`src/rtl/rf_writeback_queue.sv`:
```
// rtl/rf_writeback_queue.sv - in-order writeback FIFO feeding the register file write port
//
// Purpose: buffers writeback results from execute/memory stages and drains one
// entry per granted cycle into the register file write port. Writes to register
// 0 are consumed without being stored. Optional forwarding lookup is enabled by
// defining the macro FORWARD_EN.
//
// Ports:
//   CLK, RST                  clock (rising edge), asynchronous active-high reset
//   push_valid/ready/sel/dat  writeback request from the pipeline
//   flush                     synchronous discard of all queued entries
//   rf_grant                  register file write port available this cycle
//   rf_WEN/rf_wsel/rf_wdat    register file write port (combinational from head)
//   count/empty/full          occupancy status
//   lk_sel/lk_hit/lk_dat      forwarding lookup (FORWARD_EN only, else constant 0)
module rf_writeback_queue #(
   parameter int DEPTH = 4,
   parameter int AW    = 5,
   parameter int DW    = 32
) (
   input  logic                       CLK,
   input  logic                       RST,
   input  logic                       push_valid,
   output logic                       push_ready,
   input  logic [AW-1:0]              push_sel,
   input  logic [DW-1:0]              push_dat,
   input  logic                       flush,
   input  logic                       rf_grant,
   output logic                       rf_WEN,
   output logic [AW-1:0]              rf_wsel,
   output logic [DW-1:0]              rf_wdat,
   output logic [$clog2(DEPTH):0]     count,
   output logic                       empty,
   output logic                       full,
   input  logic [AW-1:0]              lk_sel,
   output logic                       lk_hit,
   output logic [DW-1:0]              lk_dat
);

   localparam int PW = $clog2(DEPTH);
   localparam int CW = PW + 1;
   localparam logic [CW-1:0] FULL_CNT = CW'(DEPTH);

   logic [AW-1:0] sel_mem [DEPTH];
   logic [DW-1:0] dat_mem [DEPTH];
   logic [PW-1:0] head;
   logic [PW-1:0] tail;
   logic          accept;
   logic          enq;
   logic          pop;

   assign empty      = (count == '0);
   assign full       = (count == FULL_CNT);
   assign push_ready = !full || rf_grant;
   assign accept     = push_valid && push_ready;
   // register 0 is hardwired zero: accept the request but never store it
   assign enq        = accept && (push_sel != '0);
   assign rf_WEN     = !empty && rf_grant;
   assign pop        = rf_WEN;
   assign rf_wsel    = empty ? '0 : sel_mem[head];
   assign rf_wdat    = empty ? '0 : dat_mem[head];

   always_ff @(posedge CLK or posedge RST) begin
      if (RST) begin
         head  <= '0;
         tail  <= '0;
         count <= '0;
      end else if (flush) begin
         // the head write may still issue this cycle; the queue is emptied regardless
         head  <= tail;
         count <= '0;
      end else begin
         if (enq) tail <= tail + 1'b1;
         if (pop) head <= head + 1'b1;
         if (enq && !pop)
            count <= count + 1'b1;
         else if (!enq && pop)
            count <= count - 1'b1;
      end
   end

   // storage carries no reset: entries are only visible through count
   always_ff @(posedge CLK) begin
      if (enq && !flush) begin
         sel_mem[tail] <= push_sel;
         dat_mem[tail] <= push_dat;
      end
   end

`ifdef FORWARD_EN
   // scan oldest to youngest so the youngest match wins
   always_comb begin
      logic [PW-1:0] idx;
      idx    = '0;
      lk_hit = 1'b0;
      lk_dat = '0;
      for (int i = 0; i < DEPTH; i++) begin
         idx = head + PW'(i);
         if ((CW'(i) < count) && (lk_sel != '0) && (sel_mem[idx] == lk_sel)) begin
            lk_hit = 1'b1;
            lk_dat = dat_mem[idx];
         end
      end
   end
`else
   logic unused_lk_sel;
   assign unused_lk_sel = ^lk_sel;
   assign lk_hit        = 1'b0;
   assign lk_dat        = '0;
`endif

endmodule

```
`config.mk`:
```
export PLATFORM = sky130hd
export DESIGN_NAME = rf_writeback_queue
export DESIGN_NICKNAME = d
export VERILOG_FILES = /design/src/rtl/rf_writeback_queue.sv
export SDC_FILE = /design/constraint.sdc
export NUM_CORES = 1
export LEC_CHECK = 0
export BUFFER_PORTS_ARGS = -buffer_cell sky130_fd_sc_hd__buf_4
export CAP_MARGIN = 25
export CORE_MARGIN = 2
export CORE_UTILIZATION = 55
export DETAILED_ROUTE_END_ITERATION = 8
export PLACE_DENSITY = 0.8
export SLEW_MARGIN = 15
export SYNTH_ARGS = -nofsm -noshare
export SYNTH_HDL_FRONTEND = slang
export SYNTH_SLANG_ARGS = --single-unit
```
`constraint.sdc`:
```
create_clock -name CLK -period 3.4 [get_ports CLK]
set_input_delay 0.17 -clock CLK [delete_from_list [all_inputs] [get_ports CLK]]
set_output_delay 0.17 -clock CLK [all_outputs]
set_load 0.03 [all_outputs]
```
-- Word level (Yosys, flattened, before mapping)
Memory sizes are Yosys's and may differ from the RTL's.
Cells that the tools add are included.
- memories: 2
- bits in registers: 7
- output and inout port bits: 77
- RAM bits: 148
- memories (memory ; words ; width ; rd ports ; clocked after Yosys merged registers in ; write ports ; line ; RTL):
    dat_mem ; 4 ; 32 ; 1 ; 0 ; 1 ; 45 ; logic [DW-1:0] dat_mem [DEPTH];
    sel_mem ; 4 ; 5 ; 1 ; 0 ; 1 ; 44 ; logic [AW-1:0] sel_mem [DEPTH];
- $add $sub $neg: 4
- multiplexer cells: 9
- bitwise logic cells: 1
- reductions and logical operators: 17
- equal/unequal tests: 1
- operators with widths (cell ; number):
    32-bit 2-to-1 mux ; 1
    3-bit 2-to-1 mux ; 3
    1-bit logical AND ; 6
    1-bit zero test ; 5
    5-bit 2-to-1 mux ; 1
    5-bit nonzero test ; 1
    2-bit by 1-bit adder with 2-bit output, second input constant ; 2
    2-bit 2-to-1 mux ; 2
    3-bit by 1-bit adder with 3-bit output, second input constant ; 1
    3-bit == test, second input constant ; 1
    3-bit zero test ; 1
    3-bit nonzero test ; 1
    3-bit by 1-bit subtractor with 3-bit output, second input constant ; 1
    1-bit 2-to-1 mux ; 2
    2-bit AND reduction ; 1
    2-bit nonzero test ; 1
    1-bit logical OR ; 1
    1-bit NOT ; 1

-- Longest topological paths before layout
- depth in word-level cells: 10
- mapped depth: 9
- mapped depth without buffers: 8

-- Worst setup path before layout
OpenSTA, ideal clock, no wires.
- kind: reg2reg
- start: register count[1]
- end: register count[2]
- library setup time: 0.132 ns
- setup slack: 0.633 ns
- period minus slack after synthesis: 2.767 ns
- path buffers: 0
- cell stages (with the launch flop): 8
- arrival: 2.635 ns
- cell sequence: dfrtp_1 or4b_4 o211ai_4 nor2_1 fa_1 or2_2 mux4_1 nor2b_1
- longest elaborated chain between the ends: 8
- elaborated cells on any way between the ends: 18
- ends and longest elaborated chain (what ; line ; RTL):
    from (decl) ; 32 ; output logic [$clog2(DEPTH):0] count,
    from (signal assigned) ; 76 ; count <= count + 1'b1;
    from (signal assigned) ; 78 ; count <= count - 1'b1;
    3-bit == test (*) ; 53 ; assign full = (count == FULL_CNT);
    1-bit zero test (*) ; 54 ; assign push_ready = !full || rf_grant;
    1-bit logical OR (*) ; 54 ;
    via push_ready ; 24 ; output logic push_ready,
    1-bit logical AND (*) ; 55 ; assign accept = push_valid && push_ready;
    1-bit logical AND (*) ; 57 ; assign enq = accept && (push_sel != '0);
    1-bit logical AND / 1-bit zero test (equally long branches) ; 75, 77 ;
    3-bit 2-to-1 mux / 1-bit logical AND (equally long branches) ; 75, 77 ;
    3-bit 2-to-1 mux / 3-bit nonzero test (equally long branches) ; n/a ;
Mark *: on every way through the listed nets, which the timed path passes. The rest lies on a longest branch. The select of a mux whose other input is x is not followed.
A chain may end at the register's enable or synchronous reset.

-- Final worst setup path
- start: input port push_sel[0]
- end: register count[2]
- longest elaborated chain between the ends: 5
- elaborated cells on any way between the ends: 8
- ends and longest elaborated chain (what ; line ; RTL):
    from (decl) ; 25 ; input logic [AW-1:0] push_sel,
    5-bit nonzero test (*) ; 57 ;
    1-bit logical AND (*) ; 57 ;
    1-bit logical AND / 1-bit zero test (equally long branches) ; 75, 77 ;
    3-bit 2-to-1 mux / 1-bit logical AND (equally long branches) ; 75, 77 ;
    3-bit 2-to-1 mux / 3-bit nonzero test (equally long branches) ; n/a ;
Mark *: on every way between the ends. The rest lies on a longest branch, timed or not.

==> impl_metrics.json <==
{
  "outcome": "finished, final reports clean",
  "top_layer": "met4",
  "fmax_ghz": 0.360,
  "hold_viol": 0,
  "grt_max_degree": 42,
  "rows": 39,
  "crit_buf_inv": 2,
  "antenna_found_initial": 0,
  "die_h_um": 111,
  "crit_fanout": 5,
  "synth_top_family_by_area": "multiplexers",
  "clk_latency_ns": 0.40,
  "vias_per_cell": 5.26,
  "min_period_ns": 2.78,
  "diodes": 0,
  "worst_pin_slew_ns": 0.970,
  "grt.overflow.total": 0,
  "startpoint_type": "input pin",
  "final_util_pct": 70.7,
  "ir_drop_uv": 1010,
  "synth_cell_types": 27,
  "min_path_type": "input pin to register",
  "cts_sinks": 155,
  "port_buffers": 85,
  "fin_crit_sh_pct": 81.8,
  "slew_headroom_pct": 35.3,
  "worst-r2r-cell-count": 7,
  "top_level_ports": 124,
  "muxShareOfSynthArea_pct": 14.1,
  "root_buffer": "clkbuf_16",
  "rsz0062_at_grt": "false",
  "slew_viol_final": 0,
  "cpMaxStageDelayCell": "or4_4",
  "synth_compound_area_share_pct": 0.572,
  "start_util_pct": 56.1,
  "synth_edf_count": 148,
  "yosys_warnings": 0,
  "cp.depth": 9,
  "die_area_um2": 12400,
  "drc_errors": 0,
  "synth_top_flop_cell": "edfxtp_1",
  "clockBufferDepth": 2,
  "synth_area_per_cell_um2": 19.7,
  "ctsResizeCount": 0,
  "p_leak_nw": 2.91,
  "powerDensity_nw_per_um2": 864,
  "max_stage_delay_ns": 0.54,
  "drt_iter0_markers": 174,
  "drive_gt1_share_pct": 36.5,
  "first_pass_iters": 4,
  "routedWlPerCell_um": 18.0,
  "synth_seq_cells": 155,
  "grt_use_total_pct": 18.5,
  "core_um2": 11300,
  "met3WireLength_um": 491,
  "wl_um": 11000,
  "tns_ns": 0,
  "via_count": 3212,
  "worst_setup_path_end_kind": "register",
  "final_cell_mix": "edfxtp_1, buf_4, dlygate4sd3_1, and2_1, mux4_2",
  "routabilityCongestion": 0.708,
  "synth_area_um2": 6350,
  "synth_xor_area_share_pct": 0.552,
  "synthSimpleGateAreaFrac_pct": 5.68,
  "cts_tree": "done",
  "final_nets": 507,
  "met1_length_um": 4540,
  "cts_buffers": 17,
  "h-tree-depth": 4,
  "dp_hpwl_um": 6290,
  "fp.dieW_um": 111,
  "path_clk_slew_ns": 0.06,
  "syn_inst": 322,
  "wl_met2_um": 5800,
  "dp_cells": 540,
  "synth-seq-area-share_pct": 72.8,
  "path_cells": "dlygate4sd3_1, buf_4, or4_4, o211ai_4, nor2_1, fa_1, or2_2, mux4_1, nor2b_1",
  "syn2layout_area_growth_pct": 26.1,
  "total_power_mw": 6.92,
  "fin_worst_skew_ns": 0.00619,
  "final-setup-viol-count": 0,
  "drv_cap": 0,
  "async_flop_share_pct": 4.52,
  "antenna_left": 0,
  "grt_pass1_wl_um": 17200,
  "path_delay_family": "simple AND/OR/NAND/NOR gates",
  "layoutNonFillerInstCount": 611,
  "layout_commonest_cell": "edfxtp_1",
  "synth_adder_area_share_pct": 1.10,
  "cp.required_ns": 3.69,
  "worst_ep_arrival_time_ns": 3.07,
  "setup.worst_path.class": "input pin to register",
  "hold_depth": 4,
  "first_global_vias": 3284
}
final timing paths:
| check | startpoint | endpoint | slack [ns] |
|---|---|---|---|
| max in group asynchronous | RST | head[0] | 2.87 |
| min in group asynchronous | RST | count[1] | 0.27 |
| setup reg to reg | count[0] | count[2] | 0.73 |
| hold reg to reg | tail[1] | head[1] | 0.58 |
| setup / recovery | push_sel[0] | count[2] | 0.62 |
| hold / removal | rf_grant | head[1] | 0.22 |
tightest hold or removal path, cell delays in order:
cell and delay, ns:
buf_4 0.12, nand3_1 0.09, xor2_1 0.13, o21ai_0 0.08
metal layers:
| layer | GRT usage [%] | vias to the layer above |
|---|---|---|
| met1 | 23.5 | 1649 |
| met5 | 0 | - |
| li1 | - | 1447 |
| met3 | 4.30 | 12 |
| met4 | 6.83 | 0 |
| met2 | 31.6 | 104 |
synth_stat cells, types with 3 or more instances:
cell / instances / area [um^2]
buf_4: 33 / 248
clkbuf_1: 9 / 33.8
ha_1: 4 / 50.1
nor2_1: 7 / 26.3
inv_1: 6 / 22.5
nand2_1: 3 / 11.3
buf_2: 5 / 25.0
edfxtp_1: 148 / 4440
dfrtp_1: 7 / 175
mux2_2: 3 / 33.8
and2_1: 42 / 263
mux4_2: 37 / 833
power breakdown:
group	switching (mW)	leakage, nW	total, mW	internal [mW]
Sequential	0.195	1.43	2.52	2.33
Clock	0.717	0.270	1.79	1.08
Combinational	1.45	1.22	2.60	1.15
area by class of cell:
type / count / area, um^2
sequential: 155 / 4620
tap: 143 / 179
multi-input combinational: 146 / 1520
clock inverter: 15 / 151
fill: 700 / 3320
inverter: 6 / 22.5
clock buffer: 17 / 425
timing repair buffer: 129 / 1080
per-stage QoR:
step | hold slack [ns] | area, um^2 | setup slack, ns
after floorplan | -0.0266 | 6470 | 0.633
after global placement | 0.128 | 7040 | 0.838
after detailed placement | 0.155 | 7040 | 0.713
after CTS | 0.213 | 8000 | 0.633
after global routing | 0.260 | 8000 | 0.562
final | 0.220 | 8000 | 0.620
repair_timing:
action	CTS	global route
buffers inserted	0	0
hold buffers	39	0
endpoints found under the hold margin	156	0
sequential cells by signal, summed over array words and instances (netlist names):
register / flops
dat_mem: 128
sel_mem: 20
count: 3
head: 2
tail: 2
cell families after synthesis:
group | after synthesis
xor+xnor | 4
fa+ha+maj | 5
other cells | 1
simple gates | 59
flops | 155
mux | 41
compound gates | 4
buf+inv | 53
(Power assumes the default switching activity.)
